===== src/rtl/uc_pkg.sv =====
// Shared encodings for the multi-cycle MIPS control unit:
// phases, instruction classes, opcodes/functs and ALU selects.
package uc_pkg;

  typedef enum logic [2:0] {
    ST_RESET  = 3'b000,
    ST_FETCH  = 3'b001,
    ST_DECODE = 3'b010,
    ST_EXEC   = 3'b011,
    ST_MEM    = 3'b100,
    ST_WB     = 3'b110
  } state_t;

  localparam logic [7:0] CL_ILL = 8'h00;
  localparam logic [7:0] CL_R   = 8'h01;
  localparam logic [7:0] CL_I   = 8'h02;
  localparam logic [7:0] CL_LW  = 8'h03;
  localparam logic [7:0] CL_SW  = 8'h04;
  localparam logic [7:0] CL_BR  = 8'h05;
  localparam logic [7:0] CL_JAL = 8'h06;
  localparam logic [7:0] CL_J   = 8'h07;

  localparam logic [5:0] OP_R    = 6'h00;
  localparam logic [5:0] OP_J    = 6'h02;
  localparam logic [5:0] OP_JAL  = 6'h03;
  localparam logic [5:0] OP_BEQ  = 6'h04;
  localparam logic [5:0] OP_BNE  = 6'h05;
  localparam logic [5:0] OP_ADDI = 6'h08;
  localparam logic [5:0] OP_SLTI = 6'h0A;
  localparam logic [5:0] OP_ANDI = 6'h0C;
  localparam logic [5:0] OP_ORI  = 6'h0D;
  localparam logic [5:0] OP_LW   = 6'h23;
  localparam logic [5:0] OP_SW   = 6'h2B;

  localparam logic [5:0] FN_ADD = 6'h20;
  localparam logic [5:0] FN_SUB = 6'h22;
  localparam logic [5:0] FN_AND = 6'h24;
  localparam logic [5:0] FN_OR  = 6'h25;
  localparam logic [5:0] FN_SLT = 6'h2A;

  localparam logic [3:0] ALU_AND = 4'd0;
  localparam logic [3:0] ALU_OR  = 4'd1;
  localparam logic [3:0] ALU_ADD = 4'd2;
  localparam logic [3:0] ALU_SUB = 4'd6;
  localparam logic [3:0] ALU_SLT = 4'd7;

  localparam logic [1:0] PC_SEQ = 2'b00;
  localparam logic [1:0] PC_BR  = 2'b01;
  localparam logic [1:0] PC_JMP = 2'b10;

  function automatic logic [3:0] alu_funct(
    input logic [5:0] fn
  );
    case (fn)
      FN_SUB:  return ALU_SUB;
      FN_AND:  return ALU_AND;
      FN_OR:   return ALU_OR;
      FN_SLT:  return ALU_SLT;
      default: return ALU_ADD;
    endcase
  endfunction

endpackage


===== src/rtl/uc_decodificador.sv =====
// Combinational IR classifier: class, ALU select,
// register indices and extended immediate.
module uc_decodificador
  import uc_pkg::*;
(
  input  logic [31:0] ir,
  output logic [7:0]  cls,
  output logic [3:0]  alu_op,
  output logic        alu_src,
  output logic [4:0]  rs,
  output logic [4:0]  rt,
  output logic [4:0]  rd,
  output logic [31:0] imm
);

  logic [5:0] op;
  logic [5:0] fn;
  logic       r_ok;

  assign op   = ir[31:26];
  assign fn   = ir[5:0];
  assign rs   = ir[25:21];
  assign rt   = ir[20:16];
  assign r_ok = (op == OP_R) &&
    (fn inside {FN_ADD, FN_SUB, FN_AND,
                FN_OR, FN_SLT});

  always_comb begin
    cls     = CL_ILL;
    alu_op  = ALU_ADD;
    alu_src = 1'b0;
    rd      = '0;
    imm     = {{16{ir[15]}}, ir[15:0]};
    unique case (1'b1)
      r_ok: begin
        cls    = CL_R;
        rd     = ir[15:11];
        alu_op = alu_funct(fn);
      end
      op == OP_ADDI: begin
        cls     = CL_I;
        rd      = ir[20:16];
        alu_src = 1'b1;
      end
      op == OP_SLTI: begin
        cls     = CL_I;
        rd      = ir[20:16];
        alu_src = 1'b1;
        alu_op  = ALU_SLT;
      end
      // logical immediates are zero-extended
      op == OP_ANDI: begin
        cls     = CL_I;
        rd      = ir[20:16];
        alu_src = 1'b1;
        alu_op  = ALU_AND;
        imm     = {16'h0000, ir[15:0]};
      end
      op == OP_ORI: begin
        cls     = CL_I;
        rd      = ir[20:16];
        alu_src = 1'b1;
        alu_op  = ALU_OR;
        imm     = {16'h0000, ir[15:0]};
      end
      op == OP_LW: begin
        cls     = CL_LW;
        rd      = ir[20:16];
        alu_src = 1'b1;
      end
      op == OP_SW: begin
        cls     = CL_SW;
        alu_src = 1'b1;
      end
      op == OP_BEQ, op == OP_BNE: begin
        cls    = CL_BR;
        alu_op = ALU_SUB;
      end
      op == OP_JAL: begin
        cls = CL_JAL;
        rd  = 5'd31;
      end
      op == OP_J: cls = CL_J;
      default: ;
    endcase
  end

endmodule


===== src/rtl/unidade_de_controle.sv =====
// Multi-cycle MIPS control unit: fetch handshake, IR,
// phase sequencing and memory timeout.
module unidade_de_controle
  import uc_pkg::*;
#(
  parameter int MEM_TIMEOUT = 16
) (
  input  logic        uc_in_clk,
  input  logic        uc_in_rst_n,
  input  logic [31:0] uc_in_instr,
  input  logic        uc_in_instr_valid,
  input  logic        uc_in_zero,
  input  logic        uc_in_mem_ack,
  output logic [2:0]  uc_out_FSM,
  output logic [7:0]  uc_out_FSM2,
  output logic [4:0]  uc_out_rs,
  output logic [4:0]  uc_out_rt,
  output logic [4:0]  uc_out_rd,
  output logic [31:0] uc_out_imm,
  output logic [3:0]  uc_out_alu_op,
  output logic        uc_out_alu_src,
  output logic        uc_out_fetch_req,
  output logic        uc_out_mem_req,
  output logic        uc_out_mem_we,
  output logic        uc_out_pc_write,
  output logic [1:0]  uc_out_pc_sel,
  output logic        uc_out_err
);

  localparam int CW = $clog2(MEM_TIMEOUT) + 1;

  state_t         state;
  state_t         nxt;
  logic [31:0]    ir;
  logic [CW-1:0]  cnt;
  logic [7:0]     cls;
  logic [3:0]     aop;
  logic           asrc;
  logic [4:0]     rs;
  logic [4:0]     rt;
  logic [4:0]     rd;
  logic [31:0]    imm;
  logic           show;
  logic           take;
  logic           last;

  uc_decodificador u_dec (
    .ir      (ir),
    .cls     (cls),
    .alu_op  (aop),
    .alu_src (asrc),
    .rs      (rs),
    .rt      (rt),
    .rd      (rd),
    .imm     (imm)
  );

  assign take = (ir[31:26] == OP_BNE) ?
    !uc_in_zero : uc_in_zero;
  assign last = (cnt == CW'(MEM_TIMEOUT - 1));
  assign show = state inside
    {ST_DECODE, ST_EXEC, ST_MEM, ST_WB};

  always_ff @(posedge uc_in_clk or negedge uc_in_rst_n) begin
    if (!uc_in_rst_n) begin
      state <= ST_RESET;
      ir    <= '0;
      cnt   <= '0;
    end else begin
      state <= nxt;
      if (state == ST_FETCH && uc_in_instr_valid)
        ir <= uc_in_instr;
      // zero outside MEM, so every MEM visit starts at 0
      cnt <= (state == ST_MEM) ? cnt + CW'(1) : '0;
    end
  end

  always_comb begin
    nxt              = state;
    uc_out_FSM       = state;
    uc_out_FSM2      = show ? cls : '0;
    uc_out_rs        = show ? rs  : '0;
    uc_out_rt        = show ? rt  : '0;
    uc_out_rd        = show ? rd  : '0;
    uc_out_imm       = show ? imm : '0;
    uc_out_alu_op    = '0;
    uc_out_alu_src   = 1'b0;
    uc_out_fetch_req = 1'b0;
    uc_out_mem_req   = 1'b0;
    uc_out_mem_we    = 1'b0;
    uc_out_pc_write  = 1'b0;
    uc_out_pc_sel    = PC_SEQ;
    uc_out_err       = 1'b0;
    unique case (state)
      ST_RESET: nxt = ST_FETCH;
      ST_FETCH: begin
        uc_out_fetch_req = 1'b1;
        if (uc_in_instr_valid) nxt = ST_DECODE;
      end
      ST_DECODE: nxt = ST_EXEC;
      ST_EXEC: begin
        uc_out_alu_op  = aop;
        uc_out_alu_src = asrc;
        unique case (cls)
          CL_R, CL_I, CL_JAL: nxt = ST_WB;
          CL_LW, CL_SW:       nxt = ST_MEM;
          CL_BR: begin
            uc_out_pc_write = 1'b1;
            uc_out_pc_sel   = take ? PC_BR : PC_SEQ;
            nxt             = ST_FETCH;
          end
          CL_J: begin
            uc_out_pc_write = 1'b1;
            uc_out_pc_sel   = PC_JMP;
            nxt             = ST_FETCH;
          end
          default: begin
            uc_out_err      = 1'b1;
            uc_out_pc_write = 1'b1;
            nxt             = ST_FETCH;
          end
        endcase
      end
      ST_MEM: begin
        uc_out_mem_req = 1'b1;
        uc_out_mem_we  = (cls == CL_SW);
        if (uc_in_mem_ack) begin
          if (cls == CL_LW) begin
            nxt = ST_WB;
          end else begin
            uc_out_pc_write = 1'b1;
            nxt             = ST_FETCH;
          end
        end else if (last) begin
          uc_out_err      = 1'b1;
          uc_out_pc_write = 1'b1;
          nxt             = ST_FETCH;
        end
      end
      ST_WB: begin
        uc_out_pc_write = 1'b1;
        uc_out_pc_sel   = (cls == CL_JAL) ? PC_JMP : PC_SEQ;
        nxt             = ST_FETCH;
      end
      default: nxt = ST_RESET;
    endcase
  end

endmodule


===== config.mk =====
export PLATFORM = sky130hd
export DESIGN_NAME = unidade_de_controle
export DESIGN_NICKNAME = d
export VERILOG_FILES = /design/src/rtl/uc_pkg.sv /design/src/rtl/uc_decodificador.sv /design/src/rtl/unidade_de_controle.sv
export SDC_FILE = /design/constraint.sdc
export NUM_CORES = 1
export LEC_CHECK = 0
export CORE_AREA = 4 4 88 131
export CTS_CLUSTER_SIZE = 40
export DETAILED_ROUTE_END_ITERATION = 6
export DIE_AREA = 0 0 92 135
export HOLD_SLACK_MARGIN = 0.08
export RECOVER_POWER = 50
export SLEW_MARGIN = 40
export SYNTH_ARGS = -nofsm -noshare
export SYNTH_HDL_FRONTEND = slang
export SYNTH_HIERARCHICAL = 1
export SYNTH_SLANG_ARGS = --single-unit

===== constraint.sdc =====
create_clock -name uc_in_clk -period 3.2 [get_ports uc_in_clk]
set_input_delay 0.48 -clock uc_in_clk [delete_from_list [all_inputs] [get_ports uc_in_clk]]
set_output_delay 0.48 -clock uc_in_clk [all_outputs]
set_load 0.1 [all_outputs]

# [Word-level counts from Yosys, hierarchy flattened]
# Index checks and enable logic that the tools add are counted.
[word_totals] input_bits=37 mem_bits_ro=0 regBits=40 wordCells=88 latchBits=0 out_inout_bits=70 ramBits=0 mem_count=0
[classes] muxes=36 bitwise=0 n_shift=0 magnitude_cmp=0 add_sub_neg=1 div_mod_pow=0 mul=0 n_reduce_logical=18 n_eq_ne=30
[op_table] cell="$mux W32" n=2
[op_table] cell="$eq A6 B6 Y1 const B" n=7
[op_table] cell="$eq A8 B3 Y1 const B" n=4
[op_table] cell="$pmux W3 S5" n=2
[op_table] cell="$eq A6 B4 Y1 const B" n=4
[op_table] cell="$pmux W3 S7" n=1
[op_table] cell="$mux W5" n=4
[op_table] cell="$eq A8 B2 Y1 const B" n=2
[op_table] cell="$pmux W5 S3" n=1
[op_table] cell="$mux W1" n=13
[op_table] cell="$eq A6 B2 Y1 const B" n=2
[op_table] cell="$eq A6 B3 Y1 const B" n=2
[op_table] cell="$mux W3" n=4
[op_table] cell="$pmux W3 S4" n=1
[op_table] cell="$reduce_or A5 Y1" n=2
[op_table] cell="$eq A8 B1 Y1 const B" n=1
[op_table] cell="$mux W8" n=1
[op_table] cell="$pmux W2 S2" n=2
[op_table] cell="$reduce_or A2 Y1" n=4
[op_table] cell="$reduce_or A7 Y1" n=1
[op_table] cell="$eq A3 B2 Y1 const B" n=2
[op_table] cell="$eq A3 B3 Y1 const B" n=2
[op_table] cell="$logic_not A6 Y1" n=1
[op_table] cell="$pmux W3 S2" n=1
[op_table] cell="18 further kinds" n=19

# [Logic depth before layout (Yosys ltp)]
[depth] word_depth=8 depth_mapped=10 ltp_nobuf=8

# [Cells and area by module]
# Netlist, hierarchy kept.
[modules_own_cells] mod="unidade_de_controle" instances=1 area_per_inst_um2=2187.1 cells_per_inst=207 seq_area_each_um2=1001.0
[modules_own_cells] mod="uc_decodificador" instances=1 area_per_inst_um2=840.8 cells_per_inst=110 seq_area_each_um2=0.0

# [Least setup slack after synthesis]
# No wires, ideal clock.
[synth_timing] path_kind="register -> output" startpoint="register state[0] (netlist: uc_out_FSM[0])" endpoint="output uc_out_pc_sel[0]" stages_incl_launch_ff=6 required_ps=2720 slack_ps=-1824 n_path_buf=1 t_arrival_ps=4544 path_cell_list="dfrtp_1 -> clkbuf_2 -> nand2_1 -> nor2_1 -> nand2_1 -> nor4_1"
[synth_via] elab_chain_len=2 word_cells_on_any_way=3 cone_classes="eq/ne (2); mux (1)"
[synth_rtl] element="from (decl)" line="unidade_de_controle.sv:32" source="state_t state;"
[synth_rtl] element="from (signal assigned)" line="unidade_de_controle.sv:70" source="state <= nxt;"
[synth_rtl] element="$eq A3 B3 Y1 or $eq A3 B2 Y1 (tied branches)" line="unidade_de_controle.sv:94" source="unique case (state)"
[synth_rtl] element="$pmux W2 S2 *" line="unidade_de_controle.sv:94"
[synth_rtl] element="to (decl)" line="unidade_de_controle.sv:26" source="output logic [1:0] uc_out_pc_sel,"
# Every way passes the cells marked *; elsewhere a longest branch is shown, timed or not.

# [Worst setup path in the final report]
[layout_timing] startpoint="register ir[29]" endpoint="output uc_out_pc_write"
[layout_via] elab_chain_len=7 word_cells_on_any_way=25 cone_classes="eq/ne (15); mux (5); reduce/logical (5)"
[layout_rtl] element="from (decl)" line="unidade_de_controle.sv:34" source="logic [31:0] ir;"
[layout_rtl] element="from (signal assigned)" line="unidade_de_controle.sv:72" source="ir <= uc_in_instr;"
[layout_rtl] element="$eq A6 B4 Y1 (tied with other cells)" line="uc_decodificador.sv:59" source="op == OP_ORI: begin"
[layout_rtl] element="$reduce_or A4 Y1 (no source line) (tied with other cells)"
[layout_rtl] element="$pmux W3 S7 *" line="uc_decodificador.sv:34" source="unique case (1'b1)"
[layout_rtl] element="via cls[1]" line="unidade_de_controle.sv:36" source="logic [7:0] cls;"
[layout_rtl] element="$eq A8 B3 Y1 (tied with other cells)" line="unidade_de_controle.sv:104" source="unique case (cls)"
[layout_rtl] element="$reduce_or A5 Y1 (no source line) or $mux W1 (tied branches)"
[layout_rtl] element="$mux W1, on equally long branches" line="unidade_de_controle.sv:104, unidade_de_controle.sv:127"
[layout_rtl] element="$pmux W1 S3 *" line="unidade_de_controle.sv:94"
[layout_rtl] element="to (decl)" line="unidade_de_controle.sv:25" source="output logic uc_out_pc_write,"
# The timed path passes the listed nets; every way through them passes the cells marked *.

==> metrics <==
Max Transition Viols Final 41; largest net degree at the start of global routing 50; worst setup path startpoint ir[29]; register-to-register setup slack roughly 0.37 ns; H-tree depth 2; number of global-route vias before repair ~2300; root buf cell clkbuf_16; IO Port Bufs 100; cell family with most CP delay compound AO/OA/AOI/OAI gates; RSZ-0062 raised after global routing no; fill count 1087; GPL Wtd Cong roughly 0.82; Site Rows between 40 and 50; setup violators final 0; fin area ~4000 um2; post-synthesis instance total 317; Longest Clk Path Bufs 2; CP Capture Type primary output; placed instance area approximately 3800 um2; ranking of synthesized cells by area dfrtp_1 33%, and2_1 13%, buf_4 12%; CTS tree built; Die Ht 135 um; WL/cell between 10 and 15 um; Mean Syn Cell Area between 9 and 10 um2; CP max stage cell dfrtp_1; Hold Fails Final Rpt 0; Synth warnings 6; WS Path Type reg -> out; arrival time worst endpoint around 2.5 ns; Worst Setup Start Kind flip-flop; critical path, cell by cell o22ai_1 -> a211o_1 -> a21oi_1 -> buf_4 -> nand4b_1 -> nor3_2 -> o21a_1 -> o21ai_2 -> buf_12; FF-to-FF path depth 4; clk sinks 40; most common cell in the netlist and2_1; setup TNS 0 ns; Yosys reg bits 40; DIE AREA between 10000 and 15000 um2; share of layout cells above drive strength 1 35.6%; Worst-Skew Late Latency ~0.28 ns; Worst path depth 9; drt first pass iters 5; # IOs 107; Post-synth EDFFs 0; worst reg2reg endpoint ir[27]; period utilization 93.9%; dpl cells 504; ys async rst share 100%; gr ovfl total 0; Yosys top cell area share 33.1%; Final ANT Viol Nets 0; Routed WL between 7 and 8 mm; crit-path max cell delay slightly above 0.6 ns; Crit Path Max Fanout 13; Area Overhead vs Synth 30.5%; Least-Margin Pin Slew between 2 and 2.5 ns; die width ~92 um; total vias in the final route 2315; via density per instance 4.50; first-pass GRT wire length around 12 mm; FMAX around 0.33 GHz; Nets 409; Initial Utilization between 20% and 30%; Max Cap Violations 1; Util after Layout 37.7%; failing checks capacitance limit, slew limit; n_diodes 0; total track usage roughly 12%; ys flop type dfrtp_1; Worst Path Buf+Inv 2; CTS clk-pin slew, worst paths around 0.060 ns; Cell Area, Synth just over 3000 um2; Post-route DRC 0; post-route insts no fill between 500 and 600; run status finished, violations left; initial antenna violation count 0; dpl hpwl ~5.7 mm; Cell variety after synth between 50 and 60; Worst R2R Start uc_out_FSM[2]; critical path required time 2.72 ns; Worst Setup EP uc_out_pc_write; clock skew just under 0.002 ns; Period minus WS final 3.00 ns; register area share after synthesis about a third; CORE AREA roughly 10000 um2; Post-synth top cells 61 x and2_1, 48 x buf_4, 40 x dfrtp_1; drt initial violations 76; Worst Hold Class reg -> reg; dominant cell type by area after synthesis dfrtp_1; Slew HR -46.0%; CTS Buf Count 5
[worst min-delay path by stage]
stage | startpoint | to | slack (ns) | cells past startpoint
floorplan | uc_in_rst_n | cnt[0] | 0.18 | 0
global placement | cnt[0] | cnt[0] | 0.45 | 1
detailed placement | cnt[0] | cnt[0] | 0.46 | 1
CTS | uc_in_rst_n | ir[12] | 0.20 | 1
global route | cnt[0] | cnt[0] | 0.51 | 1
finish | cnt[0] | cnt[0] | 0.46 | 1
[sequential cells by signal, summed over array words and instances, names as in the netlist]
signal / cells
ir: 32
cnt: 5
uc_out_FSM: 3
[metrics by stage]
step                worst slack (ns)  hold WS, ns
floorplan                    -0.0304        0.184
global placement               0.379        0.450
detailed placement             0.319        0.459
CTS                           0.0102        0.197
global route                  0.0343        0.513
finish                         0.196        0.463
[worst register-to-register path, cell delays in order, from the launching register on]
cell	delay (ns)
dfrtp_1	0.53
nor2_1	0.18
and3_1	0.68
clkbuf_1	0.89
mux2_2	0.43
[cells in the final DEF (no fill, tap or decap), types with 2 or more instances in the layout]
cell / count
and2_1: 61
buf_4: 57
dfrtp_1: 35
clkdlybuf4s50_1: 35
mux2_2: 31
nor2_1: 16
buf_12: 9
nand2_1: 8
clkbuf_1: 8
nand3_1: 6
conb_1: 6
inv_1: 5
clkbuf_16: 5
dfrtp_2: 5
a221o_1: 5
nand2b_1: 4
nand4b_1: 4
nor2_2: 4
o21ai_1: 4
nor3b_1: 3
o21a_1: 3
nor4_4: 3
o22ai_1: 3
and3_1: 3
a21oi_1: 3
nor3_1: 2
nor3_2: 2
o21ai_2: 2
xor2_1: 2
xnor2_1: 2
a211o_1: 2
a31oi_1: 2
o21ai_0: 2
ha_1: 2
[per-layer routing]
| metal | vias up | share of wire [%] | track usage (%) |
|---|---|---|---|
| met2 | 78 | 54 | 22.4 |
| li1 | 1142 | - | - |
| met3 | 6 | 5.8 | 2.12 |
| met4 | 0 | 1.4 | 4.21 |
| met5 | - | 0 | 0 |
| met1 | 1089 | 39 | 14.0 |
[layout make-up]
cell class	count	area (um2)	area share (%)
Multi-Input combinational cell	210	1610	40.8
Inverter	6	22.5	0.570
Clock buffer	8	146	3.70
Sequential cell	40	1010	25.5
Tap cell	144	180	4.56
Timing Repair Buffer	107	981	24.8
[kinds of logic (layout without fill, tap and decap cells)]
kind of cell	count (synthesis)	in the layout	share of synthesized area, %
other	1	6	0.124
flip-flops	40	40	33.1
multiplexers	33	33	12.2
AO/OA/AOI/OAI	38	38	9.88
XOR/XNOR	4	4	1.16
AND/OR/NAND/NOR	127	127	26.6
adder cells (fa/ha/maj)	2	2	0.826
buffers and inverters	72	121	16.2
[timing repair]
action,4_1_cts,5_1_grt
pin swaps,0,0
setup buffers,0,3
resized for setup,1,7
hold buffers,0,0
setup endpoints to repair,1,3
Power is left out: the tool's default activity adds up to more than one toggle a clock period on the data nets, which glitch-free logic cannot reach.
==> patch (same settings) <==
`MEM_TIMEOUT`: 16 -> 32.
--- a/src/rtl/unidade_de_controle.sv
+++ b/src/rtl/unidade_de_controle.sv
@@ -5,3 +5,3 @@
 #(
-  parameter int MEM_TIMEOUT = 16
+  parameter int MEM_TIMEOUT = 32
 ) (
Formal check against the unedited RTL: same outputs for any inputs over 10 cycles, from zero or initial values and one cycle with uc_in_rst_n low; that may be too few to reach the edited logic, so the function may still have changed.
==> patch against the unedited design <==
The run still ends with capacitance limit, slew limit left; routed wire length up 4.7%; sequential cell count up 1; area after synthesis grew 5.2%; count of clock-buffer cells in the layout decreased by 2; clock skew grew 0.0048 ns; cell area grew 2.2%; fmax increased by 0.37%; setup slack gained 0.011 ns; largest cell class unchanged; highest routed layer unchanged.
Power is left out: the tool's default activity adds up to more than one toggle a clock period on the data nets, which glitch-free logic cannot reach.
==> patch: results <==
group,metric,value,unit
synthesis,synthCells,322,
sta,skew,0.00680,ns
synthesis,synth-adder-area-share,0.00393,
route,drtIter0Drc,58,
route,via_count,2353,
placed_design,postPlaceCellArea,4000,um2
route,firstDrtPassIters,4,
synthesis,ys_types,55,
finish,fillerInstances,1116,
critical_path,cp.arrival,2.51,ns
route,routedWlPerCell,15.1,um
outcome,outcome,"finished with violations",
finish,final-seq-area,1030,um2
clocking,clockBufferDepth,2,
global_route,grt_pass1_vias,2396,
clocking,cts_resized,0,
flow_run,max_cap_violations,1,
sta,setup_viol,0,
global_route,grt.total_usage,0.125,
sta,worst_slew_margin_rel,-0.528,
placed_design,place_ws,0.548,ns
finish,layout-drive-gt1-share,0.278,
placed_design,hpwl,5970,um
placed_design,gp_congestion,0.910,
global_route,grt_pass1_wl,12500,um
synthesis,synthMuxAreaShare,0.152,
synthesis,synthXorXnorAreaFrac,0.0165,
synthesis,synth_compound_area_frac,0.0908,
global_route,grt_start_max_net_pins,42,
sta,report.final.slew_viol_count,42,
outcome,violations,"capacitance limit, slew limit",
synthesis,ys_seq_area_frac,0.322,
critical_path,crit_family,"simple AND/OR/NAND/NOR gates",
synthesis,synthTopCellsByCount,"and2_1, buf_4, dfrtp_1, mux2_4, nor2_1",
placed_design,dp_cells,510,
synthesis,synthTopCellsByArea,"dfrtp_1, mux2_4, and2_1, buf_4, buf_6",
finish,largest_reg_flops,32,
min_path,worstHoldPathType,"reg2reg",
finish,finalNonFillerCells,518,
clocking,clk_pin_slew_worst_paths,0.06,ns
finish,final_nets,411,
-- patch: cell count changes after synthesis, sizes merged, moves of 2 or more --
cell    change
a311oi      +2
xor2        +2
a21oi       +5
and2        -2
nor2        -3
nor3b       -3
and3        +4
a41o        +2
nor2b       +4
-- patch: path summary, 6_finish.rpt --
check | from | to | slack, ns | cells past startpoint
min | ir[25]$_DFFE_PN0P_ | ir[25]$_DFFE_PN0P_ | 0.48 | 1
min in group asynchronous | uc_in_rst_n | cnt[2]$_DFF_PN0_ | 0.89 | 1
min reg2reg | ir[25]$_DFFE_PN0P_ | ir[25]$_DFFE_PN0P_ | 0.48 | 1
max in group asynchronous | uc_in_rst_n | ir[2]$_DFFE_PN0P_ | 1.01 | 1
max | ir[27]$_DFFE_PN0P_ | uc_out_pc_write | 0.21 | 9
max reg2reg | uc_out_FSM[2]$_DFFE_PN0P_ | ir[23]$_DFFE_PN0P_ | 0.36 | 5
-- patch: cells by family after synthesis --
group / count (synthesis)
and+or+nand+nor: 129
other: 1
muxes: 33
DFF: 41
AOI/OAI and AO/OA: 39
xor gates and xnor gates: 6
adders and majority gates: 1
buffers and inverters: 72
-- patch: final cells by class --
type / instances / area share
multi-input cells: 214 / 0.406
repair buffers: 106 / 0.253
clock inverters: 2 / 0.00341
inverters: 5 / 0.00465
flip-flops and latches: 41 / 0.254
clock buffers: 6 / 0.0344
well taps: 144 / 0.0446
-- patch: layer usage --
metal | track usage | part of all wire | vias to the layer above
met2 | 0.222 | 0.51 | 78
met5 | 0 | 0 | -
met3 | 0.0256 | 0.052 | 6
li1 | - | - | 1152
met4 | 0.0421 | 0.012 | 0
met1 | 0.151 | 0.43 | 1117
